[src/rtl/mant_align_seq.sv]
// Iterative mantissa aligner: right-shifts up to STEP bits/cycle, optional two's complement, valid/ready on both sides.
// Latency ceil(eff/STEP)+2 edges counting the accept edge; holds its result in DONE until out_ready; sticky gated by MANT_ALIGN_STICKY_EN.
module mant_align_seq #(
  parameter int MW   = 11,
  parameter int EW   = 5,
  parameter int STEP = 1
) (
  input  logic          clk,
  input  logic          rst_n,
  input  logic          in_valid,
  output logic          in_ready,
  input  logic [MW-1:0] mant_in,
  input  logic [EW-1:0] shamt,
  input  logic          sub,
  output logic          out_valid,
  input  logic          out_ready,
  output logic [MW-1:0] mant_out,
  output logic          sticky
);

  localparam int CW = $clog2(MW + 1);
  localparam int SW = (EW > CW) ? EW : CW;
  localparam logic [CW-1:0] STEP_C = CW'(STEP);
  localparam logic [MW-1:0] ONE    = MW'(1);

  typedef enum logic [1:0] {IDLE, SHIFT, COMP, DONE} state_t;

  state_t        state;
  logic [MW-1:0] work;
  logic [CW-1:0] rem;
  logic          sub_q;

  logic [SW-1:0] shamt_x;
  logic [CW-1:0] eff;
  logic [CW-1:0] k;
  logic [MW-1:0] shifted;
  logic [MW-1:0] result;

  // Shift amounts at or beyond MW all collapse to a full flush of the mantissa.
  always_comb begin
    shamt_x = SW'(shamt);
    eff     = (shamt_x >= SW'(MW)) ? CW'(MW) : CW'(shamt_x);
    k       = (rem > STEP_C) ? STEP_C : rem;
    shifted = work >> k;
    result  = sub_q ? (~work + ONE) : work;
  end

  always_ff @(posedge clk) begin
    if (!rst_n) begin
      state     <= IDLE;
      in_ready  <= 1'b1;
      out_valid <= 1'b0;
      mant_out  <= '0;
      work      <= '0;
      rem       <= '0;
      sub_q     <= 1'b0;
    end else begin
      case (state)
        IDLE: begin
          if (in_valid && in_ready) begin
            work     <= mant_in;
            sub_q    <= sub;
            rem      <= eff;
            in_ready <= 1'b0;
            state    <= (eff != '0) ? SHIFT : COMP;
          end
        end
        SHIFT: begin
          work <= shifted;
          rem  <= rem - k;
          if (rem == k) state <= COMP;
        end
        COMP: begin
          work      <= result;
          mant_out  <= result;
          out_valid <= 1'b1;
          state     <= DONE;
        end
        DONE: begin
          if (out_ready) begin
            out_valid <= 1'b0;
            in_ready  <= 1'b1;
            state     <= IDLE;
          end
        end
        default: state <= IDLE;
      endcase
    end
  end

`ifdef MANT_ALIGN_STICKY_EN
  logic          sticky_q;
  logic [MW-1:0] out_mask;

  // Bits about to fall off the LSB end this cycle; taken before any complement.
  always_comb begin
    out_mask = ~({MW{1'b1}} << k);
  end

  always_ff @(posedge clk) begin
    if (!rst_n) begin
      sticky_q <= 1'b0;
      sticky   <= 1'b0;
    end else begin
      case (state)
        IDLE:    if (in_valid && in_ready) sticky_q <= 1'b0;
        SHIFT:   sticky_q <= sticky_q | (|(work & out_mask));
        COMP:    sticky   <= sticky_q;
        default: ;
      endcase
    end
  end
`else
  assign sticky = 1'b0;
`endif

endmodule

[config.mk]
export PLATFORM = sky130hd
export DESIGN_NAME = mant_align_seq
export DESIGN_NICKNAME = d
export VERILOG_FILES = /design/src/rtl/mant_align_seq.sv
export SDC_FILE = /design/constraint.sdc
export NUM_CORES = 1
export LEC_CHECK = 0
export BUFFER_PORTS_ARGS = -buffer_cell sky130_fd_sc_hd__buf_2
export CAP_MARGIN = 30
export CORE_MARGIN = 2
export CORE_UTILIZATION = 30
export CTS_CLUSTER_DIAMETER = 150
export DETAILED_ROUTE_END_ITERATION = 7
export SLEW_MARGIN = 30
export SYNTH_ARGS = -nofsm -noshare
export SYNTH_HDL_FRONTEND = slang
export SYNTH_SLANG_ARGS = --single-unit
[constraint.sdc]
create_clock -name clk -period 3.25 [get_ports clk]
set_clock_uncertainty 0.05 [all_clocks]
set_input_delay 0.4875 -clock clk [delete_from_list [all_inputs] [get_ports clk]]
set_output_delay 0.4875 -clock clk [all_outputs]
set_load 0.01 [all_outputs]
* Yosys cells after proc, flatten, opt, wreduce, memory -nomap -nowiden
Index checks and enable logic that the tools add are counted. Widths: inputs -> output; s select.
Word-level totals: input bits 21, output and inout bits 14, word-level logic and storage cells 50, flip-flop bits (word level) 31
Cells by class: reduce and logical (&&, ||, !) cells 13, shifts and indexed selects 1, add/sub/neg operators 2, bitwise gates (word level) 1, equality and inequality tests 7, multiplexer cells 17, magnitude comparators 2
Operator list (number):
- $pmux 11 s3 | 1
- $mux 11 | 2
- $mux 4 | 3
- $add 11x1->11 const B | 1
- $not 11->11 | 1
- $shr 11x4->11 | 1
- $mux 2 | 4
- $pmux 2 s4 | 1
- $pmux 4 s2 | 1
- $reduce_and 2->1 | 4
- $ne 2x2->1 const B | 3
- $reduce_and 3->1 | 2
- $reduce_bool 2->1 | 3
- $ge 5x4->1 const B | 1
- $eq 2x2->1 const B | 2
- $eq 4x4->1 | 1
- $gt 4x1->1 const B | 1
- $pmux 1 s2 | 2
- $reduce_bool 4->1 | 1
- $sub 4x4->4 | 1
- $mux 1 | 3
- $reduce_bool 3->1 | 1
- $eq 2x1->1 const B | 1
- $logic_not 2->1 | 1
- $logic_and 1x1->1 | 1

* Logic depth before layout (Yosys ltp)
Gate-level depths: netlist of the first run.
word-level depth 6, depth in mapped cells 8, gate-level depth less buffers 7

* Least setup slack after synthesis of the first run
No wires, ideal clock.
path kind register to register, from reg state[0], to reg state[0], path buffers 1, arrival 1.714 ns, path slack 1.357 ns, stages on the path, launching flop included 8, cells stage by stage dfxtp_1 > inv_1 > ha_1 > buf_2 > or4b_2 > o32a_1 > mux2i_1 > nor2_1
On the way: word-level cells in the longest chain between the ends 3, elaborated cells on any way between the ends 9, classes of those cells eq/ne: 6; mux: 1; reduce/logical: 2
RTL lines:
- start, declared | RTL line 28 | state_t state;
- start signal, assigned | RTL line 65 | state <= (eff != '0) ? SHIFT : COMP;
- $eq 2x1->1 (tied with other cells) | RTL line 58 | case (state)
- $ne 2x2->1 (no line)
- $reduce_and 3->1 (no line)
Several ways; a longest one is shown, not always the timed one. A chain may end at the register's enable or synchronous reset.

* Worst setup path after layout of the first run
from reg state[0], to reg work[3]
On the way: word-level cells in the longest chain between the ends 3, elaborated cells on any way between the ends 7, classes of those cells eq/ne: 3; mux: 1; reduce/logical: 3
RTL lines:
- $eq 2x1->1 (tied with other cells) | RTL line 58
- $reduce_bool 3->1 (no line) or $ne 2x2->1 (tied branches)
- $reduce_and 2->1 (no line)
- end signal, assigned | RTL line 61 | work <= mant_in;
- end signal, assigned | RTL line 69 | work <= shifted;
- end signal, assigned | RTL line 74 | work <= result;
- end, declared | RTL line 29 | logic [MW-1:0] work;
Several ways; a longest one is shown, not always the timed one.

==> impl_metrics.ini, run 1 <==
[timing]
hold_viol_final = 0
tightest_slew_ns = 0.6455
final_period_minus_worst_setup_slack_ns = 2.448
setup_tns_ns = 0
max_freq_mhz = 408.4
fin_crit_sh_pct = 75.33
setup_ws_ns = 0.8016
final_max_slew_viol_count = 0
setup_violations = 0
rsz0062_at_grt = no
max-slew-margin-rel_pct = 56.97

[placement]
portBuffers = 33
post-place-ws_ns = 0.8458
gp_congestion = 0.7692
hpwl_mm = 3.437
placed_cell_area_um2 = 2153
dp_cells = 322

[global_route]
overflow = 0
antenna_found_initial = 0
grt_max_degree = 24
grt_usage_pct = 14.29
grt_pass1_wl_mm = 8.280
grt_pass1_vias = 1664

[cts]
cts_setup_buffers = 0
htree_levels = 2
clkSinkCount = 31
numCtsBuffers = 5
postCtsHoldBufs = 0
cts_tree = done
clkTransAtPathRegs_ns = 0.07
clock_path_buffers = 2
clk_latency_ns = 0.28
clock-root-buffer = clkbuf_8
cts_resized = 0

[layout]
final_common_cell = buf_2
seq_area_um2 = 620.6
drive_gt1_share_pct = 25.30
n_antenna_cell = 0
layout_common_cells = 33 x buf_2, 31 x dfxtp_1, 21 x a21oi_1
fin_area_um2 = 2271
fillCellCount = 673
multi_input_area_um2 = 1200
syn_to_final_growth_pct = 17.02
stdcell_count = 330
nets = 279

[yosys]
syn_area_per_cell_um2 = 8.625
synth_ff_type = dfxtp_1
ys_seq_area_share_pct = 31.98
synth_fp_nets = 252
synth_warnings = 0
syn_inst = 225
ys_seq_elements = 31
synth-edff-count = 0
synth_cell_types = 55
synthArstFlopShare_pct = 0
synth.cell_area_um2 = 1941

[critical_path]
crit_fanout = 16
path_depth = 6
path_delay_family = simple AND/OR/NAND/NOR gates
worstPathArrival_ns = 2.55
crit_type = reg2reg
crit_buf_inv = 1
rr_worst_depth = 6
cpPeakStageDelay_ns = 0.62
ff2ff_setup_slack_ns = 0.80
cp.required_ns = 3.35
startpoint_type = flop
cp-end-kind = flop
crit_chain = inv_1 -> ha_1 -> nand2b_1 -> nand2_1 -> nor2_1 -> a2111oi_0
cp_slowest_cell = ha_1

[floorplanning]
die_h_um = 84.43
start_util_pct = 30.74
die_area_um2 = 7128
core.rowCount = 29
die_w_um = 84.43
io_pins = 35
fp.coreArea_um2 = 6314

[route]
ant_nets = 0
dr_total_vias = 1814
wl_per_cell_um = 14.98
first_pass_iters = 4
wirelength_mm = 4.945
drt-vias-per-instance = 5.497
drc = 0
drt_iter0_markers = 104

[job]
max-cap-violations = 0

[pwr]
cellPowerDensity_nw_per_um2 = 944.9
p_total_mw = 2.146
ir_drop_mv = 0.4662
leakage_nw = 0.9075

[outcome]
outcome = complete, no violations

[hold_path]
min_path_type = in2reg
hold_depth = 3
[metrics by stage]
| step | util (%) | hold WS [ns] |
|---|---|---|
| floorplan | - | 0.4443 |
| global placement | 34.11 | 0.4103 |
| detailed placement | 34.11 | 0.4078 |
| CTS | 35.97 | 0.3802 |
| global route | 35.97 | 0.4116 |
| finish | 35.97 | 0.3855 |
[where the power goes]
part	switching, mW	leakage, nW	internal, mW	total [mW]
clock network	0.151	0.0612	0.248	0.399
logic	0.625	0.592	0.478	1.10
registers	0.145	0.254	0.499	0.643
total	0.921	0.908	1.23	2.15
[worst min-delay path, stage by stage]
cell and delay, ns:
buf_2 0.07, mux2i_1 0.05, nor2_1 0.07
[metal layers]
| metal | GRT usage, % | wire [um] | vias to the layer above |
|---|---|---|---|
| met1 | 19.86 | 2368 | 863 |
| li1 | - | - | 902 |
| met5 | 0 | 0 | - |
| met2 | 22.37 | 2264 | 44 |
| met3 | 3.245 | 267 | 5 |
| met4 | 3.896 | 44 | 0 |
[registers in the layout, indices dropped and copies added (netlist names)]
register / cells
sub_q: 1
work: 11
in_ready: 1
rem: 4
out_valid: 1
state: 2
mant_out: 11
[layout make-up]
class,instances,share of cell area (%)
clock buffers,6,3.636
clock inverters,2,1.543
inverters,11,1.818
multi-input cells,166,52.84
flip-flops and latches,31,27.33
well taps,77,4.242
repair buffers,37,8.595
[cell usage after synthesis (3+ instances only)]
cell | number | area [um2]
mux2_2 | 8 | 90.09
a21oi_1 | 21 | 105.1
or3_1 | 5 | 31.28
a2111oi_0 | 4 | 35.03
ha_1 | 6 | 75.07
xor2_1 | 5 | 43.79
nand3_1 | 4 | 20.02
nand2_1 | 11 | 41.29
o22ai_1 | 6 | 37.54
nand2b_1 | 5 | 31.28
nor2_1 | 12 | 45.04
mux2i_1 | 7 | 70.07
o21ai_0 | 14 | 70.07
buf_2 | 3 | 15.01
nor3_1 | 4 | 20.02
dfxtp_1 | 31 | 620.6
clkbuf_1 | 12 | 45.04
inv_1 | 10 | 37.54
o2111ai_1 | 4 | 35.03
o211ai_1 | 8 | 60.06
xnor2_1 | 3 | 26.28
[logic make-up (layout without fill, tap and decap cells)]
kind of cell / Yosys count / in the layout / synth area share (%)
AO/OA/AOI/OAI: 83 / 83 / 30.95
XOR/XNOR: 8 / 8 / 3.611
adder cells (fa/ha/maj): 6 / 6 / 3.868
buffers and inverters: 28 / 56 / 6.189
flip-flops: 31 / 31 / 31.98
multiplexers: 15 / 15 / 8.253
other: 1 / 1 / 0.1932
AND/OR/NAND/NOR: 53 / 53 / 14.96
[worst paths after layout]
check,startpoint,endpoint
max,state[0]$_SDFFE_PN0P_,work[3]$_SDFFE_PN0P_
min,sub,sub_q$_SDFFE_PN0P_
max reg2reg,state[0]$_SDFFE_PN0P_,work[3]$_SDFFE_PN0P_
min reg2reg,mant_out[3]$_SDFFE_PN0P_,mant_out[3]$_SDFFE_PN0P_
Power figures use the tool's default switching activity.
==> run 2: changes to the inputs <==
clock period = 2.1 ns   (was 3.25 ns; I/O delays follow)
==> run 2 against run 1 <==
  * Global-route usage up 0.34 points
  * Die area unchanged
  * First-iteration DRC count down 23%
  * Utilization up 0.83 points
  * Highest routed layer unchanged
  * Critical path type unchanged
  * Fmax up 26%
  * Sequential power up 54%
==> impl_metrics.ini, run 2 (synthesis results as in run 1) <==
[timing]
tightest_slew_ns = 0.5218
final_max_slew_viol_count = 0
setup_tns_ns = 0
setup_violations = 0
max_freq_mhz = 513.8
rsz0062_at_grt = no
setup_ws_ns = 0.1537
hold_viol_final = 0
final_period_minus_worst_setup_slack_ns = 1.946
max-slew-margin-rel_pct = 65.17
fin_crit_sh_pct = 92.68

[global_route]
grt_usage_pct = 14.62
grt_pass1_vias = 1699
overflow = 0
grt_pass1_wl_mm = 8.493
grt_max_degree = 24
antenna_found_initial = 0

[route]
drc = 0
top_layer = met4
wirelength_mm = 5.120
drt-vias-per-instance = 5.393
wl_met3_um = 246
wl_met2_mm = 2.279
wl_per_cell_um = 15.01
wl_met1_mm = 2.548
first_pass_iters = 4
dr_total_vias = 1839
drt_iter0_markers = 80
ant_nets = 0

[outcome]
outcome = complete, no violations

[critical_path]
crit_fanout = 9
cpPeakStageDelay_ns = 0.62
ff2ff_setup_slack_ns = 0.15
crit_chain = inv_1 -> ha_2 -> or4b_2 -> o32a_1 -> mux2i_1 -> nor2_1
cp.required_ns = 2.23
cp_slowest_cell = or4b_2
cp-end-kind = flop
crit_type = reg2reg
worstPathArrival_ns = 2.07
startpoint_type = flop

[floorplanning]
die_area_um2 = 7128
fp.coreArea_um2 = 6314
die_h_um = 84.43
die_w_um = 84.43
io_pins = 35
start_util_pct = 30.74
core.rowCount = 29

[hold_path]
min_path_type = in2reg

[placement]
portBuffers = 33
post-place-ws_ns = 0.07598
hpwl_mm = 3.828
gp_congestion = 0.8309
placed_cell_area_um2 = 2236

[pwr]
leakage_nw = 0.9403
p_total_mw = 3.335
ir_drop_mv = 0.6928
cellPowerDensity_nw_per_um2 = 1435

[cts]
cts_tree = done
clock-root-buffer = clkbuf_8
clk_latency_ns = 0.28
htree_levels = 2
clkTransAtPathRegs_ns = 0.06
clock_path_buffers = 2
numCtsBuffers = 5
clkSinkCount = 31

[layout]
nets = 290
layout_common_cells = 33 x buf_2, 31 x dfxtp_1, 21 x a21oi_1
n_antenna_cell = 0
syn_to_final_growth_pct = 19.73
fin_area_um2 = 2323
top_regs = mant_out: 11 flops, work: 11 flops, rem: 4 flops
postLayoutCoreUtil_pct = 36.80
final_common_cell = buf_2
drive_gt1_share_pct = 28.41

[job]
max-cap-violations = 0
run 2: changes by cell type in the layout (fill, tap and decap cells not counted):
cell,delta
a2111oi_0,-1
a2111oi_1,+1
buf_4,+11
bufinv_16,-1
clkbuf_1,+2
clkbuf_8,-1
ha_1,-1
ha_2,+1
or3b_1,-1
or3b_4,+1
run 2: routing by layer:
layer  vias to the layer above  global-route usage (%)
li1                        923                       -
met1                       866                   20.91
met2                        45                   22.15
met3                         5                   3.343
met4                         0                   4.040
met5                         -                       0
run 2: stage by stage:
stage,hold WS (ns),instances
after floorplan,0.4089,225
after global placement,0.4111,333
after detailed placement,0.4114,333
after CTS,0.2255,341
after global routing,0.2364,341
final,0.2266,341
run 2: final cells by class:
| type | count | area, um2 |
|---|---|---|
| timing repair buffer | 48 | 277.8 |
| sequential | 31 | 620.6 |
| tap | 77 | 96.34 |
| inverter | 11 | 41.29 |
| multi-input combinational | 166 | 1206 |
| clock buffer | 7 | 76.32 |
| fill | 671 | 3990 |
| clock inverter | 1 | 5.005 |
run 2: path summary, 6_finish.rpt:
path | start | end | cells after the start
max | state[0]$_SDFFE_PN0P_ | state[0]$_SDFFE_PN0P_ | 6
min | sub | sub_q$_SDFFE_PN0P_ | 3
max reg2reg | state[0]$_SDFFE_PN0P_ | state[0]$_SDFFE_PN0P_ | 6
min reg2reg | mant_out[3]$_SDFFE_PN0P_ | mant_out[3]$_SDFFE_PN0P_ | 2
run 2: where the power goes:
part	leakage [nW]	switching, mW	total [mW]	internal (mW)
sequential	0.254	0.216	0.988	0.772
clock	0.0422	0.224	0.457	0.232
combinational	0.644	1.01	1.89	0.880
total	0.940	1.45	3.33	1.88
run 2: timing repair:
action | CTS | global route
endpoints found under the setup margin | 0 | 2
buffers inserted | 0 | 0
gates resized for setup | 0 | 3
hold buffers | 0 | 0
run 2: critical path, delay by kind of cell, from the launching register on:
| kind | cells | cell delay [ns] |
|---|---|---|
| multiplexers | 1 | 0.13 |
| AND/OR/NAND/NOR | 2 | 0.67 |
| AO/OA/AOI/OAI | 1 | 0.30 |
| buffers and inverters | 1 | 0.09 |
| flip-flops | 1 | 0.34 |
| adder cells (fa/ha/maj) | 1 | 0.26 |
==> run 3: changes to the inputs <==
==> constraint.sdc (replaced) <==
create_clock -name clk -period 2.1 [get_ports clk]
set_clock_uncertainty 0.05 [all_clocks]
set_input_delay 0.21 -clock clk [delete_from_list [all_inputs] [get_ports clk]]
set_output_delay 0.21 -clock clk [all_outputs]
set_load 0.01 [all_outputs]
==> run 3 against run 2 <==
  * Global-route usage fell by 0.055 points
  * Count of clock-buffer cells in the layout fell by 1
  * Combinational power barely moved
  * Fmax fell by 1.1%
  * Clock power rose by 5.7%
  * Non-clock buffer count did not move
  * Via count fell by 0.44%
  * Sequential cell count did not move
  * Die area did not move
  * Final cell count fell by 0.29%
  * Power barely moved
  * Largest cell class unchanged
==> impl_metrics.ini, run 3 (synthesis results as in run 1) <==
[outcome]
outcome = complete, no violations

[critical_path]
ff2ff_setup_slack_ns = 0.13
crit_type = reg2reg
r2r_end = work[4]$_SDFFE_PN0P_
critPathLaunch = work[0]$_SDFFE_PN0P_
startpoint_type = flop
rr_worst_depth = 6
r2r-start = work[0]$_SDFFE_PN0P_
crit_fanout = 5
worstPathArrival_ns = 2.09
cp.required_ns = 2.22
cp-end-kind = flop

[timing]
rsz0062_at_grt = no
max_freq_mhz = 507.9
final_max_slew_viol_count = 0
setup_tns_ns = 0
fin_crit_sh_pct = 93.76
tightest_slew_ns = 0.4922
hold_viol_final = 0
setup_violations = 0
final_period_minus_worst_setup_slack_ns = 1.969
max-slew-margin-rel_pct = 66.34

[layout]
fillCellCount = 693
n_antenna_cell = 0
final_common_cell = buf_2
stdcell_count = 340
seq_area_um2 = 620.6
layout_common_cells = 33 x buf_2, 31 x dfxtp_1, 21 x a21oi_1
syn_to_final_growth_pct = 19.92
drive_gt1_share_pct = 28.52
top_regs = mant_out: 11 flops, work: 11 flops, rem: 4 flops
multi_input_area_um2 = 1204
nets = 290

[hold_path]
worstHoldStart = sub
hold_depth = 3
holdPathEnd = sub_q$_SDFFE_PN0P_
min_path_type = in2reg

[global_route]
top_usage_layer = met2
grt_pass1_vias = 1696
grt_max_degree = 24
grt_util_met3_pct = 3.540
grt_util_met2_pct = 22.29
grt_pass1_wl_mm = 8.376
overflow = 0
grt_usage_pct = 14.57
global_route.usage.met1_pct = 20.28
antenna_found_initial = 0

[cts]
htree_levels = 2
clock_path_buffers = 2
clk_latency_ns = 0.28
clkTransAtPathRegs_ns = 0.07
clkSinkCount = 31
cts_setup_buffers = 0
numCtsBuffers = 5
clock-root-buffer = clkbuf_8
cts_tree = done

[route]
first_pass_iters = 4
wl_per_cell_um = 15.09
dr_total_vias = 1831
wirelength_mm = 5.130
ant_nets = 0
drt-vias-per-instance = 5.385
drt_iter0_markers = 75
drc = 0

[floorplanning]
fp.coreArea_um2 = 6314
io_pins = 35
die_h_um = 84.43
die_area_um2 = 7128
start_util_pct = 30.74
die_w_um = 84.43
core.rowCount = 29

[placement]
dp_cells = 333
portBuffers = 33
hpwl_mm = 3.799
gp_congestion = 0.8385

[job]
max-cap-violations = 0

[pwr]
cellPowerDensity_nw_per_um2 = 1434
ir_drop_mv = 0.5347
leakage_nw = 0.9467
[run 3: cell types whose count changed in the layout (fill, tap and decap cells not counted), sizes merged]
cell    delta
clkbuf     -1
[run 3: worst max-delay path by stage]
stage | slack [ns] | to | depth (start not counted)
6_report | 0.13 | work[4]$_SDFFE_PN0P_ | 6
2_1_floorplan | 0.21 | state[0]$_SDFFE_PN0P_ | 7
3_5_place_dp | 0.09 | state[0]$_SDFFE_PN0P_ | 6
5_1_grt | 0.007 | work[4]$_SDFFE_PN0P_ | 6
3_3_place_gp | 0.15 | state[0]$_SDFFE_PN0P_ | 6
4_1_cts | 0.08 | work[4]$_SDFFE_PN0P_ | 6
[run 3: cell type report]
type / instances / area share, %
inverter: 11 / 1.774
sequential: 31 / 26.67
multi-input combinational: 166 / 51.72
clock buffer: 6 / 3.548
clock inverter: 1 / 0.2151
timing repair buffer: 48 / 11.94
tap: 77 / 4.140
[run 3: metal layers]
layer	up-vias	share of wire, %
li1	923	-
met1	866	50
met2	35	45
met3	7	4.1
met4	0	1.1
met5	-	0
[run 3: through the flow]
| step | hold WS [ns] | worst slack [ns] | instance area (um2) | util (%) | power (mW) |
|---|---|---|---|---|---|
| after floorplan | 0.3039 | 0.2070 | 1941 | - | 2.278 |
| after global placement | 0.4051 | 0.1519 | 2236 | 35.41 | 2.817 |
| after detailed placement | 0.4117 | 0.09137 | 2236 | 35.41 | 2.847 |
| after CTS | 0.1167 | 0.08235 | 2323 | 36.80 | 3.338 |
| after global routing | 0.1295 | 0.007070 | 2327 | 36.86 | 3.604 |
| final | 0.1135 | 0.1311 | 2327 | 36.86 | 3.336 |
[run 3: where the power goes]
part / internal (mW) / switching, mW
clock: 0.257 / 0.226
combinational: 0.858 / 1.01
sequential: 0.772 / 0.213
[run 3: critical path: stages, from the launching register on]
cell and delay (ns):
dfxtp_1 0.34, inv_1 0.10, ha_1 0.17, or3b_1 0.47, a21boi_0 0.20, o21ai_0 0.15, a2111oi_1 0.37
[run 3: what timing repair did]
| item | CTS | global route |
|---|---|---|
| endpoints found under the setup margin | 0 | 3 |
| gates resized for setup | 0 | 2 |
| hold buffers | 0 | 0 |
